===== src/rtl/exp_pkg.sv =====
// Shared definitions for the exponential-scaling unit: state encoding,
// default widths and the output-width helper.
package exp_pkg;

  // Default widths
  localparam int XW_DEF = 16;
  localparam int IW_DEF = 2;
  localparam int FW_DEF = 16;
  localparam int SW_DEF = 2;

  // Sequencer states
  typedef enum logic [1:0] {
    S_IDLE  = 2'd0,
    S_START = 2'd1,
    S_WAIT  = 2'd2,
    S_DONE  = 2'd3
  } exp_state_e;

  // Plain-vector aliases so the state register stays a simple logic vector
  localparam logic [1:0] ST_IDLE  = S_IDLE;
  localparam logic [1:0] ST_START = S_START;
  localparam logic [1:0] ST_WAIT  = S_WAIT;
  localparam logic [1:0] ST_DONE  = S_DONE;

  // Output width: room for the engine result plus the largest left shift
  function automatic int calc_ow(input int iw, input int fw, input int sw);
    return iw + fw + (1 << sw) - 1;
  endfunction

endpackage


===== src/rtl/scale_shifter.sv =====
// Combinational barrel left-shift of the engine result {int,frac} into the
// wider output field. Low bits fill with zero.
module scale_shifter
  import exp_pkg::*;
#(
  parameter int IW = IW_DEF,
  parameter int FW = FW_DEF,
  parameter int SW = SW_DEF,
  localparam int OW = calc_ow(IW, FW, SW)
) (
  input  logic [IW+FW-1:0] din,
  input  logic [SW-1:0]    sh,
  output logic [OW-1:0]    dout
);

  // Zero-extend first; OW leaves headroom for the largest shift, so no bit is lost
  always_comb begin
    dout = {OW{1'b0}};
    dout = OW'(din) << sh;
  end

endmodule


===== src/rtl/exp_scale_unit.sv =====
// Exponential-scaling datapath with its own sequencer. Takes an operand and
// shift code, runs an external exponential engine via start/done, shifts the
// fixed-point result and presents it on a registered valid/ready output.
// A completed result can wait in DONE while the output register is stalled.
// Optional feature macro: EXP_TIMEOUT_EN (bounded WAIT with error result).
module exp_scale_unit
  import exp_pkg::*;
#(
  parameter int XW      = XW_DEF,
  parameter int IW      = IW_DEF,
  parameter int FW      = FW_DEF,
  parameter int SW      = SW_DEF,
  parameter int TIMEOUT = 1023,
  localparam int OW     = calc_ow(IW, FW, SW)
) (
  input  logic          clk,
  input  logic          rst,
  input  logic          in_valid,
  output logic          in_ready,
  input  logic [XW-1:0] in_x,
  input  logic [SW-1:0] in_shift,
  output logic          eng_start,
  output logic [XW-1:0] eng_x,
  input  logic          eng_done,
  input  logic [IW-1:0] eng_int,
  input  logic [FW-1:0] eng_frac,
  output logic          out_valid,
  input  logic          out_ready,
  output logic [OW-1:0] out_data,
  output logic          out_err
);

  logic [1:0]    state;
  logic [XW-1:0] x_reg;
  logic [SW-1:0] sh_reg;
  logic [OW-1:0] res_reg;
  logic          err_reg;
  logic [OW-1:0] shifted;
  logic          expire;

  scale_shifter #(.IW(IW), .FW(FW), .SW(SW)) u_shifter (
    .din  ({eng_int, eng_frac}),
    .sh   (sh_reg),
    .dout (shifted)
  );

  assign in_ready = (state == ST_IDLE);
  assign eng_x    = x_reg;

`ifdef EXP_TIMEOUT_EN
  localparam int CW = $clog2(TIMEOUT + 1);
  logic [CW-1:0] to_cnt;

  // Expiry lands on the edge that closes the TIMEOUT-th WAIT cycle
  assign expire = (to_cnt == CW'(TIMEOUT - 1));

  // Count WAIT cycles so a silent engine cannot hang the unit
  always_ff @(posedge clk or negedge rst) begin
    if (!rst) begin
      to_cnt <= {CW{1'b0}};
    end else if (state == ST_WAIT) begin
      to_cnt <= to_cnt + CW'(1);
    end else begin
      to_cnt <= {CW{1'b0}};
    end
  end
`else
  logic timeout_unused;
  assign timeout_unused = (TIMEOUT != 0);
  assign expire = 1'b0;
`endif

  // Sequencer, operand/result capture and the registered output stage
  always_ff @(posedge clk or negedge rst) begin
    if (!rst) begin
      state     <= ST_IDLE;
      x_reg     <= {XW{1'b0}};
      sh_reg    <= {SW{1'b0}};
      res_reg   <= {OW{1'b0}};
      err_reg   <= 1'b0;
      eng_start <= 1'b0;
      out_valid <= 1'b0;
      out_data  <= {OW{1'b0}};
      out_err   <= 1'b0;
    end else begin
      eng_start <= 1'b0;
      // Consumption clears valid; a reload below in the same cycle overrides it
      if (out_valid && out_ready) begin
        out_valid <= 1'b0;
      end
      case (state)
        ST_IDLE: begin
          if (in_valid) begin
            x_reg     <= in_x;
            sh_reg    <= in_shift;
            eng_start <= 1'b1;
            state     <= ST_START;
          end
        end
        ST_START: begin
          state <= ST_WAIT;
        end
        ST_WAIT: begin
          // A done arriving together with expiry still yields a normal result
          if (eng_done) begin
            res_reg <= shifted;
            err_reg <= 1'b0;
            state   <= ST_DONE;
          end else if (expire) begin
            res_reg <= {OW{1'b1}};
            err_reg <= 1'b1;
            state   <= ST_DONE;
          end
        end
        ST_DONE: begin
          if (!out_valid || out_ready) begin
            out_data  <= res_reg;
            out_err   <= err_reg;
            out_valid <= 1'b1;
            state     <= ST_IDLE;
          end
        end
        default: begin
          state <= ST_IDLE;
        end
      endcase
    end
  end

endmodule


===== config.mk =====
export PLATFORM = sky130hd
export DESIGN_NAME = exp_scale_unit
export DESIGN_NICKNAME = d
export VERILOG_FILES = /design/src/rtl/exp_pkg.sv /design/src/rtl/scale_shifter.sv /design/src/rtl/exp_scale_unit.sv
export SDC_FILE = /design/constraint.sdc
export NUM_CORES = 1
export LEC_CHECK = 0
export ABC_AREA = 1
export CAP_MARGIN = 20
export CORE_MARGIN = 2
export CORE_UTILIZATION = 45
export CTS_BUF_LIST = sky130_fd_sc_hd__clkbuf_4 sky130_fd_sc_hd__clkbuf_8
export CTS_CLUSTER_DIAMETER = 80
export DETAILED_ROUTE_END_ITERATION = 10
export PLACE_DENSITY = 0.9
export SETUP_SLACK_MARGIN = 0.4
export SYNTH_ARGS = -nofsm -noshare
export SYNTH_HDL_FRONTEND = slang
export SYNTH_SLANG_ARGS = --single-unit

===== constraint.sdc =====
create_clock -name clk -period 1.6 [get_ports clk]
set_clock_uncertainty 0.2 [all_clocks]
set_input_delay 0.32 -clock clk [delete_from_list [all_inputs] [get_ports clk]]
set_output_delay 0.32 -clock clk [all_outputs]
set_load 0.05 [all_outputs]

==> results.cfg <==
[worst_setup_path]
slowest_stage = o21ai_1
reg2reg_from = state[0]$_DFFE_PN0P_
r2r-end = res_reg[1]$_DFFE_PN0P_
end_kind = flop
critPathKind = flop to flop
cp_cell_sequence = inv_2, buf_4, ha_4, nand2_8, buf_12, inv_1, o21ai_1
rrSetupSlack_ns = -0.46
cpLargestDelayFamily = buffers and inverters
reg2reg_depth = 7
crit_buf_inv = 4
slowest_delay_ns = 0.46
worstPathMaxFanout = 18
cp.required_ns = 1.61
cp-start-kind = flop
arrival_ns = 2.07

[drt]
routed_via_density = 6.76
drt_drc_violations_left = 0
ant_nets = 0
first_pass_iters = 7
num_vias = 4092
avgRoutedWirePerCell_um = 30.9
routed_wl_um = 18700
first_iter_violations = 724

[place]
dp_cells = 511
placed_area_mm2 = 0.00435
gp_congestion = 0.819
io_buffers = 80
dpl.hpwl_um = 5550

[timing]
timing.final.ws_setup_ns = -0.465
finalCritPeriodShare = 1.29
final-setup-viol-count = 64
fmax_ghz = 0.484
relSlewSlack = 0.642
finalHoldViolations = 0
period_needed_ns = 2.06
rsz0062_at_grt = true
tightest_slew_ns = 0.533
final_max_slew_viol_count = 0

[floorplanning]
die-area_mm2 = 0.00726
pin_count = 82
die_w_um = 85.2
coreArea_mm2 = 0.00635
start_util = 0.467
std_cell_rows = 29
fp.dieH_um = 85.2

[yosys]
synth-seq-area-share = 0.540
syn_area_mm2 = 0.00297
synth_warnings = 0
avgSynthCellArea_um2 = 8.22
yosysUniqueCellTypes = 20
syn_nets = 406
syn_inst = 361
ys_ff_latch = 64

[finish]
fin_cells = 605
fin_util = 0.925
fillCellCount = 158
final_common_cell = nand2_1
final_cell_mix = nand2_1 (124), nand2_2 (62), dfrtp_1 (58), buf_4 (56), buf_12 (51)
final_area_mm2 = 0.00588
antenna_cells = 0
seq_area_mm2 = 0.00161
nets = 568
areaGrowthSynthToFinish_pct = 98.0
layout-drive-gt1-share = 0.528
multiInputGateArea_mm2 = 0.00177

[clocking]
cts_buffer_depth = 2
clk_pin_slew_ns = 0.09
clock_sinks = 64
cts_buffers = 9
cts_tree = yes
clk_latency_ns = 0.35
cts-root-buf = clkbuf_8
htreeDepth = 3

[global_routing]
antenna_found_initial = 0
grtUsageTotal = 0.407
gr-total-overflow = 0
grt_pass1_vias = 3601
grt_max_degree = 65
grt_pass1_wl_um = 21500

[run_status]
outcome = finished with violations
violations = setup timing

[power_and_ir_drop]
design_power_total_mw = 14.5
ir_worst_vdd_v = 0.00204
power.leakage_nw = 2.93
power_density_mw_per_mm2 = 2460

[job]
drv_cap = 0

[min_path]
hold_class = input port to async pin
## Yosys cell counts
master	instances	area (um^2)
conb_1	1	3.75
clkbuf_1	1	3.75
ha_1	4	50.1
inv_1	16	60.1
nor2_1	1	3.75
buf_4	3	22.5
nand4_1	2	12.5
nor2_8	1	20.0
nand2_1	194	728
nand3_2	10	100
o21ai_1	3	15.0
nor2_4	1	11.3
inv_2	2	7.51
buf_2	10	50.1
buf_12	1	20.0
nand2_2	13	81.3
nand3_1	26	130
buf_6	1	11.3
dfrtp_1	64	1600
o21ai_0	7	35.0
## what timing repair did
action | CTS | global route
resized for setup | 111 | 56
hold buffers | 1 | 0
hold endpoints to repair | 64 | 0
buffers inserted | 35 | 31
cloned | 10 | 1
pin swaps | 38 | 9
setup endpoints to repair | 104 | 104
## worst register-to-register path, delay by kind of cell, from the launching register on
| family | cells | cell delay (ns) |
|---|---|---|
| AO/OA/AOI/OAI | 1 | 0.46 |
| adder cells (fa/ha/maj) | 1 | 0.18 |
| buffers and inverters | 4 | 0.55 |
| flip-flops | 1 | 0.40 |
| AND/OR/NAND/NOR | 1 | 0.12 |
## metal layers
metal  part of all wire  global-route usage  up-vias
met3               0.15               0.107      208
li1                   -                   -     1443
met4               0.11               0.229        0
met2               0.43               0.644      552
met5                  0                   0        -
met1               0.31               0.505     1889
## layout make-up
class                   count  share of cell area
repair buffers            161               0.353
multi-input cells         266               0.300
flip-flops and latches     64               0.274
clock buffers              14              0.0317
well taps                  77              0.0164
inverters                  18              0.0132
clock inverters             2             0.00596
repair inverters            3             0.00575
## metrics by stage
| step | setup WS, ns | setup TNS (ns) | hold WS (ns) |
|---|---|---|---|
| finish | -0.465 | -7.37 | 0.349 |
| global route | -0.420 | -8.09 | 0.346 |
| CTS | -0.0497 | -0.0497 | 0.320 |
| detailed placement | -0.136 | -1.61 | 0.155 |
| global placement | -0.0641 | -0.574 | 0.149 |
| floorplan | 0.114 | 0 | -0.176 |
## cell families (layout without fill, tap and decap cells)
| kind of cell | Yosys count | after routing | share of synthesized area |
|---|---|---|---|
| other | 1 | 1 | 0.00126 |
| DFF | 64 | 64 | 0.540 |
| AOI/OAI and AO/OA | 10 | 10 | 0.0169 |
| buffers and inverters | 34 | 198 | 0.0590 |
| adders and majority gates | 4 | 4 | 0.0169 |
| and+or+nand+nor | 248 | 251 | 0.366 |
## how the worst max path moves through the flow
stage | from | end | slack, ns | cells past startpoint
6_report | state[0]$_DFFE_PN0P_ | res_reg[1]$_DFFE_PN0P_ | -0.46 | 7
3_3_place_gp | eng_done | res_reg[1]$_DFFE_PN0P_ | -0.06 | 5
5_1_grt | state[0]$_DFFE_PN0P_ | res_reg[1]$_DFFE_PN0P_ | -0.42 | 7
3_5_place_dp | eng_done | res_reg[1]$_DFFE_PN0P_ | -0.14 | 5
4_1_cts | state[0]$_DFFE_PN0P_ | in_ready | -0.05 | 3
2_1_floorplan | state[0]$_DFFE_PN0P_ | res_reg[11]$_DFFE_PN0P_ | 0.11 | 8
## power breakdown
group | internal (mW) | leakage, nW | total, mW | switching (mW)
clock | 0.908 | 0.116 | 1.66 | 0.749
sequential | 2.33 | 0.810 | 3.30 | 0.967
combinational | 4.13 | 2.00 | 9.49 | 5.36
total | 7.37 | 2.93 | 14.5 | 7.08
Note: power is estimated with default switching activity, not from simulation.
